File: src/rtl/line_frame_pkg.sv
// Shared types and constants for the paired-line frame transmitter.
// Line encodings are packed as {line1, line2}.
package line_frame_pkg;

    typedef enum logic {
        ST_IDLE,
        ST_DATA
    } state_t;

    localparam int unsigned PHASE_W   = 2;
    localparam int unsigned FRAME_LEN = 4;

    localparam logic [1:0] LINE_BIT1 = 2'b11;
    localparam logic [1:0] LINE_BIT0 = 2'b10;
    localparam logic [1:0] LINE_IDLE = 2'b00;

    function automatic logic [1:0] line_code(input logic b);
        return b ? LINE_BIT1 : LINE_BIT0;
    endfunction

endpackage

File: src/rtl/line_frame_fifo.sv
// Power-of-two word FIFO feeding the frame transmitter.
// The caller guarantees push only when not full and pop only when not empty.
module line_frame_fifo #(
    parameter int unsigned DEPTH = 4
) (
    input  logic                     clock,
    input  logic                     reset,
    input  logic                     push,
    input  logic                     pop,
    input  logic [3:0]               wr_data,
    output logic [3:0]               head,
    output logic [$clog2(DEPTH):0]   count
);

    localparam int unsigned AW = $clog2(DEPTH);

    logic [3:0]    mem [DEPTH];
    logic [AW-1:0] wr_ptr;
    logic [AW-1:0] rd_ptr;

    always_ff @(posedge clock or posedge reset) begin
        if (reset) begin
            wr_ptr <= '0;
            rd_ptr <= '0;
            count  <= '0;
        end else begin
            if (push) wr_ptr <= wr_ptr + 1'b1;
            if (pop)  rd_ptr <= rd_ptr + 1'b1;
            case ({push, pop})
                2'b10:   count <= count + 1'b1;
                2'b01:   count <= count - 1'b1;
                default: count <= count;
            endcase
        end
    end

    // Storage needs no reset: emptiness is tracked by the pointers and count.
    always_ff @(posedge clock) begin
        if (push) mem[wr_ptr] <= wr_data;
    end

    assign head = mem[rd_ptr];

endmodule

File: src/rtl/line_frame_tx.sv
// Sends one 4-phase frame per 4 cycles on a line pair: payload frames from the
// FIFO when a word is queued at the frame boundary, idle frames otherwise.
module line_frame_tx
    import line_frame_pkg::*;
#(
    parameter int unsigned DEPTH = 4
) (
    input  logic                     clock,
    input  logic                     reset,
    input  logic                     in_valid,
    input  logic [3:0]               in_data,
    output logic                     in_ready,
    output logic                     line1,
    output logic                     line2,
    output logic                     frame_start,
    output logic [1:0]               phase,
    output logic                     idle_frame,
    output logic [$clog2(DEPTH):0]   fifo_count
);

    localparam int unsigned CNT_W = $clog2(DEPTH) + 1;

    state_t               state_q, state_d;
    logic [PHASE_W-1:0]   phase_q, phase_d;
    logic [3:0]           sreg_q, sreg_d;
    logic                 started_q;
    logic [1:0]           line_d;
    logic                 frame_edge;
    logic                 data_bit;
    logic                 push;
    logic                 pop;
    logic [3:0]           head;

    assign in_ready = started_q && (fifo_count < CNT_W'(DEPTH));
    assign push     = in_valid && in_ready;
    assign phase    = phase_q;

    line_frame_fifo #(
        .DEPTH(DEPTH)
    ) u_fifo (
        .clock   (clock),
        .reset   (reset),
        .push    (push),
        .pop     (pop),
        .wr_data (in_data),
        .head    (head),
        .count   (fifo_count)
    );

    // The first edge after reset has no previous frame to finish, so it opens
    // phase 0 directly instead of advancing the counter.
    always_comb begin
        state_d    = state_q;
        phase_d    = phase_q + 1'b1;
        sreg_d     = sreg_q >> 1;
        pop        = 1'b0;
        data_bit   = sreg_q[0];
        frame_edge = !started_q || (phase_q == PHASE_W'(FRAME_LEN - 1));
        if (frame_edge) begin
            phase_d = '0;
            if (fifo_count != '0) begin
                pop      = 1'b1;
                state_d  = ST_DATA;
                sreg_d   = {1'b0, head[3:1]};
                data_bit = head[0];
            end else begin
                state_d  = ST_IDLE;
                sreg_d   = '0;
            end
        end
        line_d = (state_d == ST_DATA) ? line_code(data_bit) : LINE_IDLE;
    end

    always_ff @(posedge clock or posedge reset) begin
        if (reset) begin
            state_q     <= ST_IDLE;
            phase_q     <= '0;
            sreg_q      <= '0;
            started_q   <= 1'b0;
            line1       <= 1'b0;
            line2       <= 1'b0;
            frame_start <= 1'b0;
            idle_frame  <= 1'b0;
        end else begin
            state_q     <= state_d;
            phase_q     <= phase_d;
            sreg_q      <= sreg_d;
            started_q   <= 1'b1;
            line1       <= line_d[1];
            line2       <= line_d[0];
            frame_start <= frame_edge;
            idle_frame  <= (state_d == ST_IDLE);
        end
    end

endmodule

File: config.mk
export PLATFORM = sky130hd
export DESIGN_NAME = line_frame_tx
export DESIGN_NICKNAME = d
export VERILOG_FILES = /design/src/rtl/line_frame_pkg.sv /design/src/rtl/line_frame_fifo.sv /design/src/rtl/line_frame_tx.sv
export SDC_FILE = /design/constraint.sdc
export NUM_CORES = 1
export LEC_CHECK = 0
export ABC_AREA = 0
export BUFFER_PORTS_ARGS = -buffer_cell sky130_fd_sc_hd__buf_4
export CAP_MARGIN = 5
export CORE_UTILIZATION = 53
export CTS_CLUSTER_DIAMETER = 200
export CTS_CLUSTER_SIZE = 28
export DETAILED_ROUTE_END_ITERATION = 8
export PLACE_DENSITY = 0.74
export SETUP_SLACK_MARGIN = 0.3
export SLEW_MARGIN = 20
export SYNTH_ARGS = -nofsm -noshare
export SYNTH_HDL_FRONTEND = slang
export SYNTH_HIERARCHICAL = 1
export SYNTH_SLANG_ARGS = --single-unit
File: constraint.sdc
create_clock -name clock -period 3.97 [get_ports clock]
set_clock_uncertainty 0.1 [all_clocks]
set_input_delay 0.794 -clock clock [delete_from_list [all_inputs] [get_ports clock]]
set_output_delay 0.794 -clock clock [all_outputs]
set_load 0.01 [all_outputs]
Word level (Yosys, flattened, before mapping):

Memory sizes are Yosys's and may differ from the RTL's.
Cells that the tools add are included.

* flip-flop bits (word level): 19
* latch bits: 0
* RAM bits: 16
* bits in read-only memories: 0
* input port bits: 7
* output and inout port bits: 10
* logic and storage cells: 41
* memories: 1

* add/subtract/negate cells: 5
* multiply operators: 0
* div/mod/pow operators: 0
* order comparisons: 1
* eq/ne operators: 3
* shift operators: 0
* mux-type cells: 13
* bitwise gates (word level): 1
* reductions and logical operators: 6

Memory list
* u_fifo.mem: depth 4, width 4, rd ports 1, clocked after Yosys merged registers in 0, wr ports 1, RTL line line_frame_fifo.sv:17 `logic [3:0] mem [DEPTH];`

Operators with widths (number)
* $mux W1: 8
* $add A2 B1 Y2 const B: 3
* $mux W3: 2
* $pmux W3 S2: 1
* $eq A2 B2 Y1 const B: 2
* $mux W2: 2
* $add A3 B1 Y3 const B: 1
* $lt A3 B3 Y1 const B: 1
* $reduce_bool A3 Y1: 1
* $sub A3 B1 Y3 const B: 1
* $eq A2 B1 Y1 const B: 1
* $logic_and A1 B1 Y1: 2
* $reduce_bool A2 Y1: 1
* $logic_not A1 Y1: 1
* $logic_or A1 B1 Y1: 1
* $not A1 Y1: 1

Depth between registers and ports, before layout:

* depth after elaboration: 5
* gate-level depth with buffers: 9
* mapped depth without buffers: 9

Cells and area by module:

Netlist, hierarchy kept.

By module, submodules not included
* line_frame_fifo: instances 1, cells each 56, area each 969.7 sq um, seq. area each 655.6 sq um
* line_frame_tx: instances 1, cells each 33, area each 402.9 sq um, seq. area each 250.2 sq um

Worst setup path after synthesis:

OpenSTA, ideal clock, no wires.

* path kind: input port to flip-flop
* from: in in_valid
* to: reg u_fifo.count[2]
* library setup time: 0.079 ns
* data arrival time: 2.015 ns
* data required time: 3.791 ns
* slack: 1.776 ns
* stages on the path: 8
* buffers on the path: 0
* cells stage by stage: and2_1 > inv_1 > ha_1 > inv_1 > fa_1 > xor2_1 > nor2_1 > xor2_1

* longest elaborated chain between the ends: 3
* elaborated cells on any way between the ends: 5
* those cells by class: 2 x eq/ne; 1 x mux; 2 x reduce/logical

Ends and longest elaborated chain
* start, declared: RTL line line_frame_tx.sv:10 `input logic in_valid,`
* $logic_and A1 B1 Y1 (*): RTL line line_frame_tx.sv:35 `assign push = in_valid && in_ready;`
* $eq A2 B1 Y1 or $eq A2 B2 Y1 (tied branches): RTL line line_frame_fifo.sv:29 `case ({push, pop})`
* $pmux W3 S2 or $reduce_bool A2 Y1 (tied branches)
* end signal, assigned: RTL line line_frame_fifo.sv:30 `2'b10: count <= count + 1'b1;`
* end signal, assigned: RTL line line_frame_fifo.sv:31 `2'b01: count <= count - 1'b1;`
* end signal, assigned: RTL line line_frame_fifo.sv:32 `default: count <= count;`
* end, declared: RTL line line_frame_fifo.sv:12 `output logic [$clog2(DEPTH):0] count`

Every way passes the cells marked *; elsewhere a longest branch is shown, timed or not.
A chain may end at the register's enable or synchronous reset.

Worst setup path after layout:

* from: reg phase_q[0], in the netlist phase[0]
* to: reg u_fifo.count[2]

* longest elaborated chain between the ends: 5
* elaborated cells on any way between the ends: 7
* those cells by class: 3 x eq/ne; 2 x mux; 2 x reduce/logical

Ends and longest elaborated chain
* start, declared: RTL line line_frame_tx.sv:24 `logic [PHASE_W-1:0] phase_q, phase_d;`
* start signal, assigned: RTL line line_frame_tx.sv:86 `phase_q <= phase_d;`
* $eq A2 B2 Y1 (*): RTL line line_frame_tx.sv:58 `frame_edge = !started_q || (phase_q == PHASE_W'(FRAME_LEN - 1));`
* $logic_or A1 B1 Y1 (*): RTL line line_frame_tx.sv:58
* $mux W1 (*): RTL line line_frame_tx.sv:59 `if (frame_edge) begin`
* named net pop: RTL line line_frame_tx.sv:31 `logic pop;`
* $eq A2 B1 Y1 or $eq A2 B2 Y1 (tied branches): RTL line line_frame_fifo.sv:29
* $pmux W3 S2 or $reduce_bool A2 Y1 (tied branches)

Mark *: on every way through the listed nets, which the timed path passes. The rest lies on a longest branch.

==> flow_summary.yaml <==
status:
  status: "finished, final reports clean"
critical_path:
  startpoint_type: "flip-flop"
  crit_path_max_fanout: 5
  crit_path_max_incr_delay_ns: 0.38
  critical_path_class: "reg2reg"
  crit_slowest_cell: "dfrtp_1"
  path_cells: "ha_1 > and2b_1 > nor2_1 > ha_1 > inv_1 > fa_1 > xor2_1 > nor2_1 > xor2_1"
  cp.arrival_ns: 2.55
  crit_path_end_kind: "flip-flop"
  critPathRequiredTime_ns: 4.13
power:
  pwr-share-clk_pct: 22.8
  comb_power_share_pct: 29.4
  pwr_density_cell_mw_per_mm2: 672
  leakage_uw: 0.000700
  sw_frac_of_total_pct: 31.0
  p_seq_share_pct: 47.8
  p_sw_uw: 332
  peakVddDrop_mv: 0.520
  p_int_uw: 740
placed_design:
  dp_hpwl_mm: 1.66
  place_congestion: 0.702
  portBuffers: 16
routing:
  viasPerCell: 5.24
  postRouteAntennaNets: 0
  drc_errors: 0
  drtIter0Drc: 6
  firstDrtPassIters: 4
  wl_per_cell_um: 15.6
  vias: 744
  drt-total-wl_mm: 2.22
floorplan:
  dieArea_mm2: 0.00280
  ios: 17
  die_w_um: 52.9
  start_util_pct: 55.9
  core_area_mm2: 0.00245
  die_h_um: 52.9
  num_rows: 18
logic_synthesis:
  seq_area_frac_synth_pct: 66.0
  ys_ff_latch: 33
  syn-num-nets: 103
  syn_area_mm2: 0.00137
  yosys_warnings: 6
  synthCells: 89
  avgSynthCellArea_um2: 15.4
  ys_types: 25
cells_and_area:
  layout-drive-gt1-share_pct: 25.9
  nets: 125
  diodes: 0
  area_growth_pct: 16.2
  final_util_pct: 65.0
cts:
  post_cts_resized: 0
  cts_root_buffer: "clkbuf_4"
  cts.path.max_buffers: 2
  clk_pin_slew_worst_paths_ns: 0.10
  clkLatencyLatePin_ns: 0.33
  cts_buffers: 5
  cts_sinks: 33
  htree_levels: 2
  hold_buffers: 0
  cts_setup_buffers: 0
  cts_tree: "done"
grt:
  grt_pass1_wl_mm: 3.77
  grt_antenna_before_repair: 0
  grt_usage_pct: 20.7
  grt_pass1_vias: 784
  gr-total-overflow: 0
  grt_max_degree: 12
job:
  max_cap_violations: 0
timing:
  finalHoldViolations: 0
  period_share_pct: 60.4
  finalSetupViolations: 0
  fmax_mhz: 417
  hold_ws_ns: 0.298
  fin_tns_setup_ns: 0
  slew_viol_final: 0
  fin_crit_ns: 2.40
  rsz0062_at_grt: "no"
hold_path:
  hold_class: "in2async"
==> per-stage QoR <==
step | cells | area [um^2] | power, uW | setup slack [ns]
finish | 142 | 1600 | 1070 | 1.57
detailed placement | 134 | 1520 | 836 | 1.54
floorplan | 89 | 1370 | 726 | 1.78
global route | 142 | 1600 | 1140 | 1.40
CTS | 142 | 1600 | 1080 | 1.57
global placement | 134 | 1520 | 810 | 1.63
==> layer usage <==
layer | global-route usage, % | share of wire [%] | wire length (um)
met1 | 26.0 | 42 | 942
met4 | 11.8 | 1.4 | 30
met3 | 6.03 | 3.3 | 73
met5 | 0 | 0 | 0
met2 | 31.9 | 53 | 1170
==> final cells by class <==
cell class	count	area (um^2)
Fill cell	178	860
Clock buffer	6	41.3
Clock inverter	2	35.0
Multi-Input combinational cell	44	414
Tap cell	30	37.5
Timing Repair Buffer	16	120
Sequential cell	33	906
Inverter	11	41.3
==> cells in the final DEF, fill, tap and decap left out <==
cell / count
xor2_1: 4
nor2_1: 3
fa_1: 1
nor2b_1: 1
conb_1: 1
and3b_1: 2
clkbuf_4: 5
mux4_2: 4
a21boi_0: 1
o32ai_1: 1
clkbuf_1: 1
or3_4: 1
nor3_1: 1
and2b_1: 1
and3_2: 1
xnor2_1: 2
nand3b_1: 1
nand2_1: 2
bufinv_16: 1
inv_1: 11
ha_1: 6
and2_1: 6
dfrtp_1: 17
edfxtp_1: 16
buf_4: 16
mux2i_1: 1
clkinv_2: 1
o21ai_0: 2
a31o_1: 2
==> synth_stat cells (all sizes together) <==
| library cell | instances | area, um^2 |
|---|---|---|
| nor2 | 3 | 11.3 |
| and3 | 1 | 7.51 |
| inv | 11 | 41.3 |
| edfxtp | 16 | 480 |
| mux4 | 4 | 90.1 |
| and2 | 6 | 37.5 |
| mux2i | 1 | 10.0 |
| a31o | 2 | 17.5 |
| fa | 1 | 20.0 |
| nor3 | 1 | 5.00 |
| and3b | 2 | 17.5 |
| nor2b | 1 | 6.26 |
| nand3b | 1 | 7.51 |
| dfrtp | 17 | 425 |
| xor2 | 4 | 35.0 |
| and2b | 1 | 7.51 |
| xnor2 | 2 | 17.5 |
| a21boi | 1 | 7.51 |
| o32ai | 1 | 8.76 |
| ha | 6 | 75.1 |
| buf | 1 | 11.3 |
| conb | 1 | 3.75 |
| o21ai | 2 | 10.0 |
| nand2 | 2 | 7.51 |
| or3 | 1 | 11.3 |
==> worst max-delay path: cells and delay by family, from the launching register on <==
family | cells | cell delay (ns)
adder cells (fa/ha/maj) | 3 | 0.84
XOR/XNOR | 2 | 0.33
AND/OR/NAND/NOR | 3 | 0.61
buffers and inverters | 1 | 0.06
flip-flops | 1 | 0.38
==> power by group through the flow <==
| stage | Clock (uW) | Combinational, uW | Sequential (uW) |
|---|---|---|---|
| after floorplan | 0 | 220 | 506 |
| after global placement | 0 | 294 | 515 |
| after detailed placement | 0 | 313 | 523 |
| after CTS | 248 | 317 | 515 |
| after global routing | 265 | 353 | 527 |
| final | 244 | 315 | 513 |
==> logic make-up (layout without fill, tap and decap cells) <==
family / after synthesis / count (layout) / synth area share (%)
AOI/OAI and AO/OA: 6 / 6 / 3.19
xor gates and xnor gates: 6 / 6 / 3.83
adders and majority gates: 7 / 7 / 6.93
buffers and inverters: 12 / 35 / 3.83
DFF: 33 / 33 / 66.0
muxes: 5 / 5 / 7.29
other: 1 / 1 / 0.273
and+or+nand+nor: 19 / 19 / 8.66
==> state kept, by name, indices dropped and copies added, names as in the netlist, 2 cells and up <==
| register | count |
|---|---|
| u_fifo/wr_ptr | 2 |
| sreg_q | 3 |
| u_fifo/mem | 16 |
| phase | 2 |
| u_fifo/rd_ptr | 2 |
| u_fifo/count | 3 |
==> path summary, 6_finish.rpt <==
| check | startpoint | to | slack, ns | depth (start not counted) |
|---|---|---|---|---|
| max | phase[0]$_DFF_PP0_ | u_fifo/count[2]$_DFFE_PP0P_ | 1.57 | 9 |
| min | reset | u_fifo/rd_ptr[1]$_DFFE_PP0P_ | 0.30 | 2 |
| min in group clock | phase[0]$_DFF_PP0_ | phase[0]$_DFF_PP0_ | 0.38 | 1 |
| min reg2reg | phase[0]$_DFF_PP0_ | phase[0]$_DFF_PP0_ | 0.38 | 1 |
| max reg2reg | phase[0]$_DFF_PP0_ | u_fifo/count[2]$_DFFE_PP0P_ | 1.57 | 9 |
| max in group asynchronous | reset | sreg_q[1]$_DFF_PP0_ | 3.16 | 2 |
No activity file was read; power rests on OpenSTA's default activity.
